## config.mk

```make
export PLATFORM = sky130hd
export DESIGN_NAME = down_timer_flat
export DESIGN_NICKNAME = d
export VERILOG_FILES = /design/src/rtl/down_timer_if.sv /design/src/rtl/down_timer.sv /design/src/flat_wrapper.sv
export SDC_FILE = /design/constraint.sdc
export NUM_CORES = 1
export LEC_CHECK = 0
export ABC_CLOCK_PERIOD_IN_PS = 5600
export BUFFER_PORTS_ARGS = -buffer_cell sky130_fd_sc_hd__clkbuf_2
export CAP_MARGIN = 20
export CORE_UTILIZATION = 40
export DETAILED_ROUTE_END_ITERATION = 12
export GPL_ROUTABILITY_DRIVEN = 1
export GPL_TIMING_DRIVEN = 1
export PLACE_DENSITY = 0.64
export SLEW_MARGIN = 10
export SYNTH_ARGS = -nofsm -noshare
export SYNTH_HDL_FRONTEND = slang
export SYNTH_SLANG_ARGS = --single-unit
```

## constraint.sdc

```tcl
create_clock -name clk -period 5.6 [get_ports clk]
set_input_delay 0 -clock clk [delete_from_list [all_inputs] [get_ports clk]]
set_output_delay 0 -clock clk [all_outputs]
set_load 0.01 [all_outputs]
```

## src/rtl/down_timer_if.sv

```systemverilog
// Control and status bundle for the down_timer block.
// The master side issues load/start/stop/pause requests; the timer reports count, busy and done.
interface down_timer_if #(
    parameter int unsigned WIDTH = 4
);
    logic             load;
    logic [WIDTH-1:0] load_val;
    logic             start;
    logic             stop;
    logic             pause;
    logic             auto_reload;
    logic [WIDTH-1:0] count;
    logic             busy;
    logic             done;

    modport master (
        output load, load_val, start, stop, pause, auto_reload,
        input  count, busy, done
    );

    modport slave (
        input  load, load_val, start, stop, pause, auto_reload,
        output count, busy, done
    );
endinterface : down_timer_if

```

## src/rtl/down_timer.sv

```systemverilog
// Loadable down-counter/timer with one-shot and auto-reload modes, pause and stop.
// Decrements once per clock while running and emits a one-cycle registered done pulse at terminal count.
module down_timer #(
    parameter int unsigned WIDTH = 4
) (
    input  logic        clk,
    input  logic        reset_n,
    down_timer_if.slave bus
);

    typedef enum logic [1:0] {
        IDLE = 2'd0,
        RUN  = 2'd1,
        HOLD = 2'd2
    } state_e;

    localparam logic [WIDTH-1:0] ONE  = WIDTH'(1);
    localparam logic [WIDTH-1:0] ZERO = '0;

    state_e           state_q, state_d;
    logic [WIDTH-1:0] count_q, count_d;
    logic [WIDTH-1:0] reload_q, reload_d;
    logic             done_q, done_d;
    logic             busy_q, busy_d;

    logic count_is_zero;
    logic count_is_one;
    logic reload_enabled;

    assign count_is_zero  = (count_q == ZERO);
    assign count_is_one   = (count_q == ONE);
    assign reload_enabled = bus.auto_reload && (reload_q != ZERO);

    // State register: all state, including the registered busy/done outputs.
    // NOTE: sequential state uses non-blocking assignments so every register samples pre-edge values.
    always_ff @(posedge clk or negedge reset_n) begin
        if (!reset_n) begin
            state_q  <= IDLE;
            count_q  <= '0;
            reload_q <= '0;
            done_q   <= 1'b0;
            busy_q   <= 1'b0;
        end else begin
            state_q  <= state_d;
            count_q  <= count_d;
            reload_q <= reload_d;
            done_q   <= done_d;
            busy_q   <= busy_d;
        end
    end

    // Next-state logic; request priority is load > stop > start > pause > decrement.
    always_comb begin
        // NOTE: every signal gets a default up front so no path through the case infers a latch.
        state_d  = state_q;
        count_d  = count_q;
        reload_d = reload_q;
        done_d   = 1'b0;

        if (bus.load) begin
            count_d  = bus.load_val;
            reload_d = bus.load_val;
            state_d  = IDLE;
        end else if (bus.stop && (state_q != IDLE)) begin
            state_d = IDLE;
        end else begin
            unique case (state_q)
                IDLE: begin
                    if (bus.start) begin
                        if (count_is_zero) begin
                            done_d = 1'b1;
                        end else begin
                            state_d = RUN;
                        end
                    end
                end

                RUN: begin
                    if (bus.pause) begin
                        state_d = HOLD;
                    end else if (count_is_one) begin
                        done_d = 1'b1;
                        if (reload_enabled) begin
                            count_d = reload_q;
                        end else begin
                            count_d = ZERO;
                            state_d = IDLE;
                        end
                    end else if (count_is_zero) begin
                        // Unreachable by construction; park safely rather than wrap.
                        state_d = IDLE;
                    end else begin
                        count_d = count_q - ONE;
                    end
                end

                HOLD: begin
                    if (!bus.pause) begin
                        state_d = RUN;
                    end
                end

                default: begin
                    state_d = IDLE;
                end
            endcase
        end

        busy_d = (state_d == RUN) || (state_d == HOLD);
    end

    // Outputs come straight from registers so they are glitch-free.
    always_comb begin
        bus.count = count_q;
        bus.busy  = busy_q;
        bus.done  = done_q;
    end

endmodule : down_timer

```

## src/flat_wrapper.sv

```systemverilog
// flat-port wrapper written by rule: the top's interface ports become plain ports
module down_timer_flat 
#(
    parameter int unsigned WIDTH = 4
)
  (clk, reset_n, bus_load, bus_load_val, bus_start, bus_stop, bus_pause, bus_auto_reload, bus_count, bus_busy, bus_done);
  down_timer_if #(.WIDTH(WIDTH)) bus_i ();
  input  logic clk;
  input  logic reset_n;
  input wire logic [$bits(bus_i.load)-1:0] bus_load;
  input wire logic [$bits(bus_i.load_val)-1:0] bus_load_val;
  input wire logic [$bits(bus_i.start)-1:0] bus_start;
  input wire logic [$bits(bus_i.stop)-1:0] bus_stop;
  input wire logic [$bits(bus_i.pause)-1:0] bus_pause;
  input wire logic [$bits(bus_i.auto_reload)-1:0] bus_auto_reload;
  output wire logic [$bits(bus_i.count)-1:0] bus_count;
  output wire logic [$bits(bus_i.busy)-1:0] bus_busy;
  output wire logic [$bits(bus_i.done)-1:0] bus_done;
  assign bus_i.load = bus_load;
  assign bus_i.load_val = bus_load_val;
  assign bus_i.start = bus_start;
  assign bus_i.stop = bus_stop;
  assign bus_i.pause = bus_pause;
  assign bus_i.auto_reload = bus_auto_reload;
  assign bus_count = bus_i.count;
  assign bus_busy = bus_i.busy;
  assign bus_done = bus_i.done;
  down_timer #(.WIDTH(WIDTH)) u_core (.clk(clk), .reset_n(reset_n), .bus(bus_i));
endmodule
```

==> flow_summary.toml, run 1 <==
[sta]
tns_ps = 0
finalSetupViolations = 0
fin_crit_ps = 2119
max_slew_margin_pct = 67.12
grt_setup_unrepaired = "no"
fmax_ghz = 0.4719
drv_slew = 0
fin_skew_ps = 0.3968
finalHoldViolations = 0
fin_crit_sh_pct = 37.84
setup_ws_ps = 3481
tightest_slew_ps = 492.1

[synth]
yosys_most_used_dff = "dfrtp_1"
syn_area_per_cell_sq_um = 10.24
yosysWarnings = 0
ys_seq_elements = 12
yosysTopAreaCell = "dfrtp_1"
synthTopCellsByArea = "dfrtp_1 (42%), mux2_2 (6.3%), a221o_1 (4.2%)"
synth.distinct_cells = 31
synth-edff-count = 0
netlist_area_sq_um = 716.9
synth_nets = 83
yosysMostFrequentCell = "dfrtp_1"
syn_inst = 70
synth_top_area_share_pct = 41.88
netlist_top_cells_count = "dfrtp_1 (12), nand2_1 (7), nor2_1 (6)"
ys_async_sr_fraction_pct = 100.0
synth-seq-area-share_pct = 41.88

[power_and_ir_drop]
p_total_uw = 227.8
vdd_drop_max_mv = 0.1257
p_leak_nw = 0.3940
powerDensity_nw_per_um2 = 255.3

[die]
floorplan.initialDensity_pct = 44.98
fp.dieArea_sq_um = 1966
rows = 14
dieHeight_um = 44.34
io_pins = 17
core-area_sq_um = 1594
die_x_um = 44.34

[placed_design]
dp_slack_ps = 3478
dp_hpwl_mm = 1.115
dpl_cell_area_sq_um = 819.5
gp_congestion = 0.7882
numPortBuffers = 16

[setup_path]
end_kind = "flop"
ff2ff_setup_slack_ps = 3480
crit_slowest_cell = "or4b_4"
worst_ep_required_time_ps = 5760
crit_end = "u_core.bus.count[0]$_DFFE_PN0P_"
cp.arrival_ps = 2280
reg2reg_to = "u_core.bus.count[0]$_DFFE_PN0P_"
start_kind = "flop"
crit_start = "u_core.bus.count[0]$_DFFE_PN0P_"
crit_type = "reg -> reg"
cpPeakStageDelay_ps = 520
crit_chain = "ha_1 > or4b_4 > a41oi_4 > a2111oi_0 > a221o_1"
r2r_cells = 5
r2r_start = "u_core.bus.count[0]$_DFFE_PN0P_"
crit_fanout = 8

[global_routing]
grt_max_degree = 16
gr-total-overflow = 0
antenna_found_initial = 0
grtUsageTotal_pct = 19.37
grt_pass1_vias = 596
grt_pass1_wl_mm = 2.697

[finish]
regArea_sq_um = 300.3
final_nets = 107
postLayoutCellArea_sq_um = 892.1
syn2layout_area_growth_pct = 24.43
multi_input_area_sq_um = 390.4
antenna_cells = 0
fillers = 144
postLayoutCoreUtil_pct = 55.97
drive_gt1_share_pct = 27.17

[clocking]
numCtsBuffers = 3
clk_pin_slew_ps = 70
clock-root-buffer = "clkbuf_4"
cts_resized = 0
cts_num_sinks = 12
cts_buffer_depth = 2
cts_tree = "done"
htreeDepth = 1
clock_latency_ps = 270

[drt]
remaining_drc_errors = 0
wl_mm = 1.599
drt_first_pass_iters = 4
via_per_inst = 5.733
drt_iter0_drc = 11
postRouteAntennaNets = 0
post_drt_wl_per_cell_um = 13.78
num_vias = 665

[flow_run]
maxCapViolCount = 0

[min_path]
hold_path.startpoint = "bus_pause"
hp-class = "in -> reg"

[status]
status = "finished, final reports clean"
-- final cells by class --
type	count	area share (%)
multi-input cells	51	43.76
flip-flops and latches	12	33.66
repair buffers	21	14.59
well taps	24	3.366
clock buffers	3	2.525
inverters	5	2.104
-- metal layers --
metal  GRT usage [%]  part of all wire [%]  vias up
met4           10.91                   3.6        0
met5               0                     0        -
li1                -                     -      322
met3           4.898                   3.8        7
met1           25.00                    46      317
met2           29.41                    46       19
-- sequential cells by signal, indices dropped and copies added, names as in the netlist --
register,flops
u_core.state_q,2
u_core.bus.done,1
u_core.reload_q,4
u_core.bus.busy,1
u_core.bus.count,4
-- timing repair --
| item | CTS | global route |
|---|---|---|
| buffers inserted | 0 | 0 |
| hold buffers | 5 | 0 |
| endpoints found under the hold margin | 19 | 0 |
-- placed cells by master (no fill, tap or decap), drive strengths merged --
master,synthesis,layout
a2111oi,2,2
ha,2,2
a211oi,2,2
nor4,1,1
inv,5,5
nor2,6,6
nor4b,1,1
o32ai,1,1
nand4b,1,1
o21ai,2,2
a21oi,2,2
dfrtp,12,12
a21boi,1,1
clkbuf,2,19
o221ai,1,1
a21o,1,1
o41ai,1,1
nor3b,2,2
mux2,4,4
and4b,1,1
nor3,1,1
nand2,7,7
dlygate4sd3,0,5
nand2b,1,1
a31oi,2,2
or4b,1,1
or3,1,1
a221o,3,3
a41oi,2,2
a41o,1,1
o2bb2ai,1,1
-- cells by family after synthesis --
kind of cell,share of synthesized area [%]
and+or+nand+nor,17.98
muxes,6.282
adders and majority gates,3.490
DFF,41.89
buffers and inverters,3.666
AOI/OAI and AO/OA,26.70
-- where the power goes --
group          internal [mW]  leakage, nW  switching, mW
Combinational         0.0319        0.232         0.0323
Clock                 0.0249       0.0138         0.0275
Sequential            0.0967        0.148         0.0145
Total                  0.154        0.394         0.0742
-- worst min path at each step --
stage	cells past startpoint	to	slack (ps)
global placement	1	u_core.bus.count[2]$_DFFE_PN0P_	-100
finish	2	u_core.state_q[1]$_DFF_PN0_	30
floorplan	0	u_core.bus.busy$_DFF_PN0_	-300
CTS	2	u_core.state_q[1]$_DFF_PN0_	30
global route	2	u_core.state_q[1]$_DFF_PN0_	20
detailed placement	1	u_core.bus.count[3]$_DFFE_PN0P_	-90
-- metrics by stage --
step | cells | hold slack, ps
after floorplan | 70 | -295.6
after global placement | 108 | -95.31
after detailed placement | 108 | -94.92
after CTS | 116 | 27.81
after global routing | 116 | 18.35
final | 116 | 29.57
-- worst max-delay path: cells and delay by family (launching register included) --
family / cells / cell delay [ps]
compound gates: 3 / 720
simple gates: 1 / 520
flops: 1 / 440
fa+ha+maj: 1 / 320
No activity file was read; power rests on OpenSTA's default activity.
==> run 2: changes to the inputs <==
--- a/config.mk
+++ b/config.mk
@@ -5,14 +5,14 @@
 export SDC_FILE = /design/constraint.sdc
 export NUM_CORES = 1
 export LEC_CHECK = 0
-export ABC_CLOCK_PERIOD_IN_PS = 5600
+export ABC_CLOCK_PERIOD_IN_PS = 1750
 export BUFFER_PORTS_ARGS = -buffer_cell sky130_fd_sc_hd__clkbuf_2
 export CAP_MARGIN = 20
 export CORE_UTILIZATION = 40
 export DETAILED_ROUTE_END_ITERATION = 12
 export GPL_ROUTABILITY_DRIVEN = 1
 export GPL_TIMING_DRIVEN = 1
-export PLACE_DENSITY = 0.64
+export PLACE_DENSITY = 0.67
 export SLEW_MARGIN = 10
 export SYNTH_ARGS = -nofsm -noshare
 export SYNTH_HDL_FRONTEND = slang
==> constraint.sdc (replaced) <==
create_clock -name clk -period 1.75 [get_ports clk]
set_input_delay 0 -clock clk [delete_from_list [all_inputs] [get_ports clk]]
set_output_delay 0 -clock clk [all_outputs]
set_load 0.01 [all_outputs]
==> run 2 against run 1 <==
The run now ends with setup timing left; sequential power increased to 3.0 times the previous value; register-to-register slack got worse by 3500 ps; maximum frequency increased by 17%; worst hold slack improved by 12 ps; critical path depth increased by 1; final area increased by 14%; count of clock-buffer cells in the layout increased by 1; largest power group unchanged.
==> flow_summary.toml, run 2 (synthesized netlist as in run 1, its figures left out) <==
[placed_design]
dp_hpwl_mm = 1.305
gp_congestion = 0.8165
numPortBuffers = 16

[drt]
num_vias = 727
via_per_inst = 5.636
remaining_drc_errors = 0
drt_first_pass_iters = 4
postRouteAntennaNets = 0
drt_iter0_drc = 26
post_drt_wl_per_cell_um = 13.89
wl_mm = 1.792

[setup_path]
r2r_cells = 6
crit_type = "reg -> reg"
reg2reg_to = "u_core.bus.count[0]$_DFFE_PN0P_"
crit_end = "u_core.bus.count[0]$_DFFE_PN0P_"
crit_start = "u_core.bus.count[0]$_DFFE_PN0P_"
crit_fanout = 6
r2r_start = "u_core.bus.count[0]$_DFFE_PN0P_"
ff2ff_setup_slack_ps = -60
end_kind = "flop"
start_kind = "flop"
worst_ep_required_time_ps = 1920
cp.arrival_ps = 1970

[global_routing]
grt_max_degree = 16
grt_most_used_layer = "met2"
grt_pass1_vias = 670
grt_pass1_wl_mm = 3.091
grtUsageTotal_pct = 22.25
gr-total-overflow = 0
use_met1_pct = 29.90
grt_util_met2_pct = 33.82
antenna_found_initial = 0
use_met3_pct = 7.347

[sta]
max_slew_margin_pct = 76.42
finalSetupViolations = 4
drv_slew = 0
fmax_ghz = 0.5533
fin_skew_ps = 10.49
tns_ps = -182.9
finalHoldViolations = 0
setup_ws_ps = -57.25
grt_setup_unrepaired = "yes"
fin_crit_sh_pct = 103.3
tightest_slew_ps = 353.6
fin_crit_ps = 1807
fin_hold_ws_ps = 41.10

[finish]
final_nets = 119
syn2layout_area_growth_pct = 42.23
antenna_cells = 0
drive_gt1_share_pct = 40.95
final_cell_mix = "clkbuf_2 (16), buf_4 (12), dfrtp_1 (11)"
final_common_cell = "clkbuf_2"

[status]
status = "complete, but fails checks"
violations = "setup timing"

[power_and_ir_drop]
p_int_uw = 549.1
switchingPower_uw = 268.6
vdd_drop_max_mv = 0.4984
p_leak_nw = 0.4538
swShare_pct = 32.85
powerDensity_nw_per_um2 = 801.8
power_frac_comb_pct = 36.8
p_clk_share_pct = 22.2
sequentialPowerShare_pct = 41.0

[clocking]
cts_buffer_depth = 2
clock-root-buffer = "clkbuf_4"
htreeDepth = 1
numCtsBuffers = 3
clock_latency_ps = 280
clk_pin_slew_ps = 80
cts_num_sinks = 12
cts_tree = "done"

[die]
rows = 14
io_pins = 17
core-area_sq_um = 1594
die_x_um = 44.34
fp.dieArea_sq_um = 1966
dieHeight_um = 44.34
floorplan.initialDensity_pct = 44.98

[flow_run]
maxCapViolCount = 0

[min_path]
hp-class = "in -> reg"
## run 2: cell types whose count changed in the layout (fill, tap and decap cells not counted), sizes merged
cell / change
buf: +12
clkbuf: +1
## run 2: timing repair
action,4_1_cts,5_1_grt
gates resized for setup,0,1
setup endpoints to repair,4,4
gates cloned,0,0
hold buffers,5,0
pin swaps,1,0
setup buffers,1,0
endpoints found under the hold margin,18,0
## run 2: power groups by stage
stage	registers, mW	logic (mW)	clock network, mW
6_report	0.335	0.301	0.181
3_5_place_dp	0.340	0.285	0
4_1_cts	0.335	0.298	0.188
3_3_place_gp	0.339	0.283	0
2_1_floorplan	0.357	0.148	0
5_1_grt	0.340	0.333	0.203
## run 2: per-layer routing
| layer | part of all wire (%) | wire length, um | vias to the layer above |
|---|---|---|---|
| li1 | - | - | 345 |
| met1 | 46 | 833 | 354 |
| met2 | 47 | 846 | 26 |
| met3 | 5.2 | 94 | 2 |
| met4 | 0.95 | 17 | 0 |
| met5 | 0 | 0 | - |
## run 2: critical path, stage by stage, from the launching register on
cell and delay (ps):
dfrtp_2 450, inv_2 80, ha_4 120, or4b_4 470, a41oi_4 230, a2111oi_1 80, a221o_1 270
## run 2: through the flow
| stage | total power, mW | setup slack [ps] | util, % | std cells | instance area [sq um] |
|---|---|---|---|---|---|
| 2_1_floorplan | 0.5047 | -130.7 | - | 70 | 745.7 |
| 6_report | 0.8176 | -57.25 | 63.97 | 129 | 1020 |
| 5_1_grt | 0.8755 | -137.2 | 63.97 | 129 | 1020 |
| 3_5_place_dp | 0.6246 | -95.35 | 58.40 | 119 | 930.9 |
| 4_1_cts | 0.8207 | -56.19 | 63.66 | 129 | 1015 |
| 3_3_place_gp | 0.6217 | -69.97 | 58.40 | 119 | 930.9 |
## run 2: area by class of cell
type	instances	area, sq um
clock buffer	4	26.28
fill	135	574.3
inverter	5	18.77
multi-input combinational	51	422.9
sequential	12	301.5
tap	24	30.03
timing repair buffer	33	220.2
## run 2: how the worst min path moves through the flow
| stage | cells after the start | from | slack [ps] | to |
|---|---|---|---|---|
| finish | 2 | bus_pause | 40 | u_core.state_q[1]$_DFF_PN0_ |
| global route | 2 | bus_pause | 30 | u_core.state_q[1]$_DFF_PN0_ |
| CTS | 2 | bus_pause | 30 | u_core.state_q[1]$_DFF_PN0_ |
| detailed placement | 1 | reset_n | -90 | u_core.bus.count[1]$_DFFE_PN0P_ |
| global placement | 1 | reset_n | -90 | u_core.bus.count[3]$_DFFE_PN0P_ |
| floorplan | 0 | reset_n | -300 | u_core.bus.busy$_DFF_PN0_ |
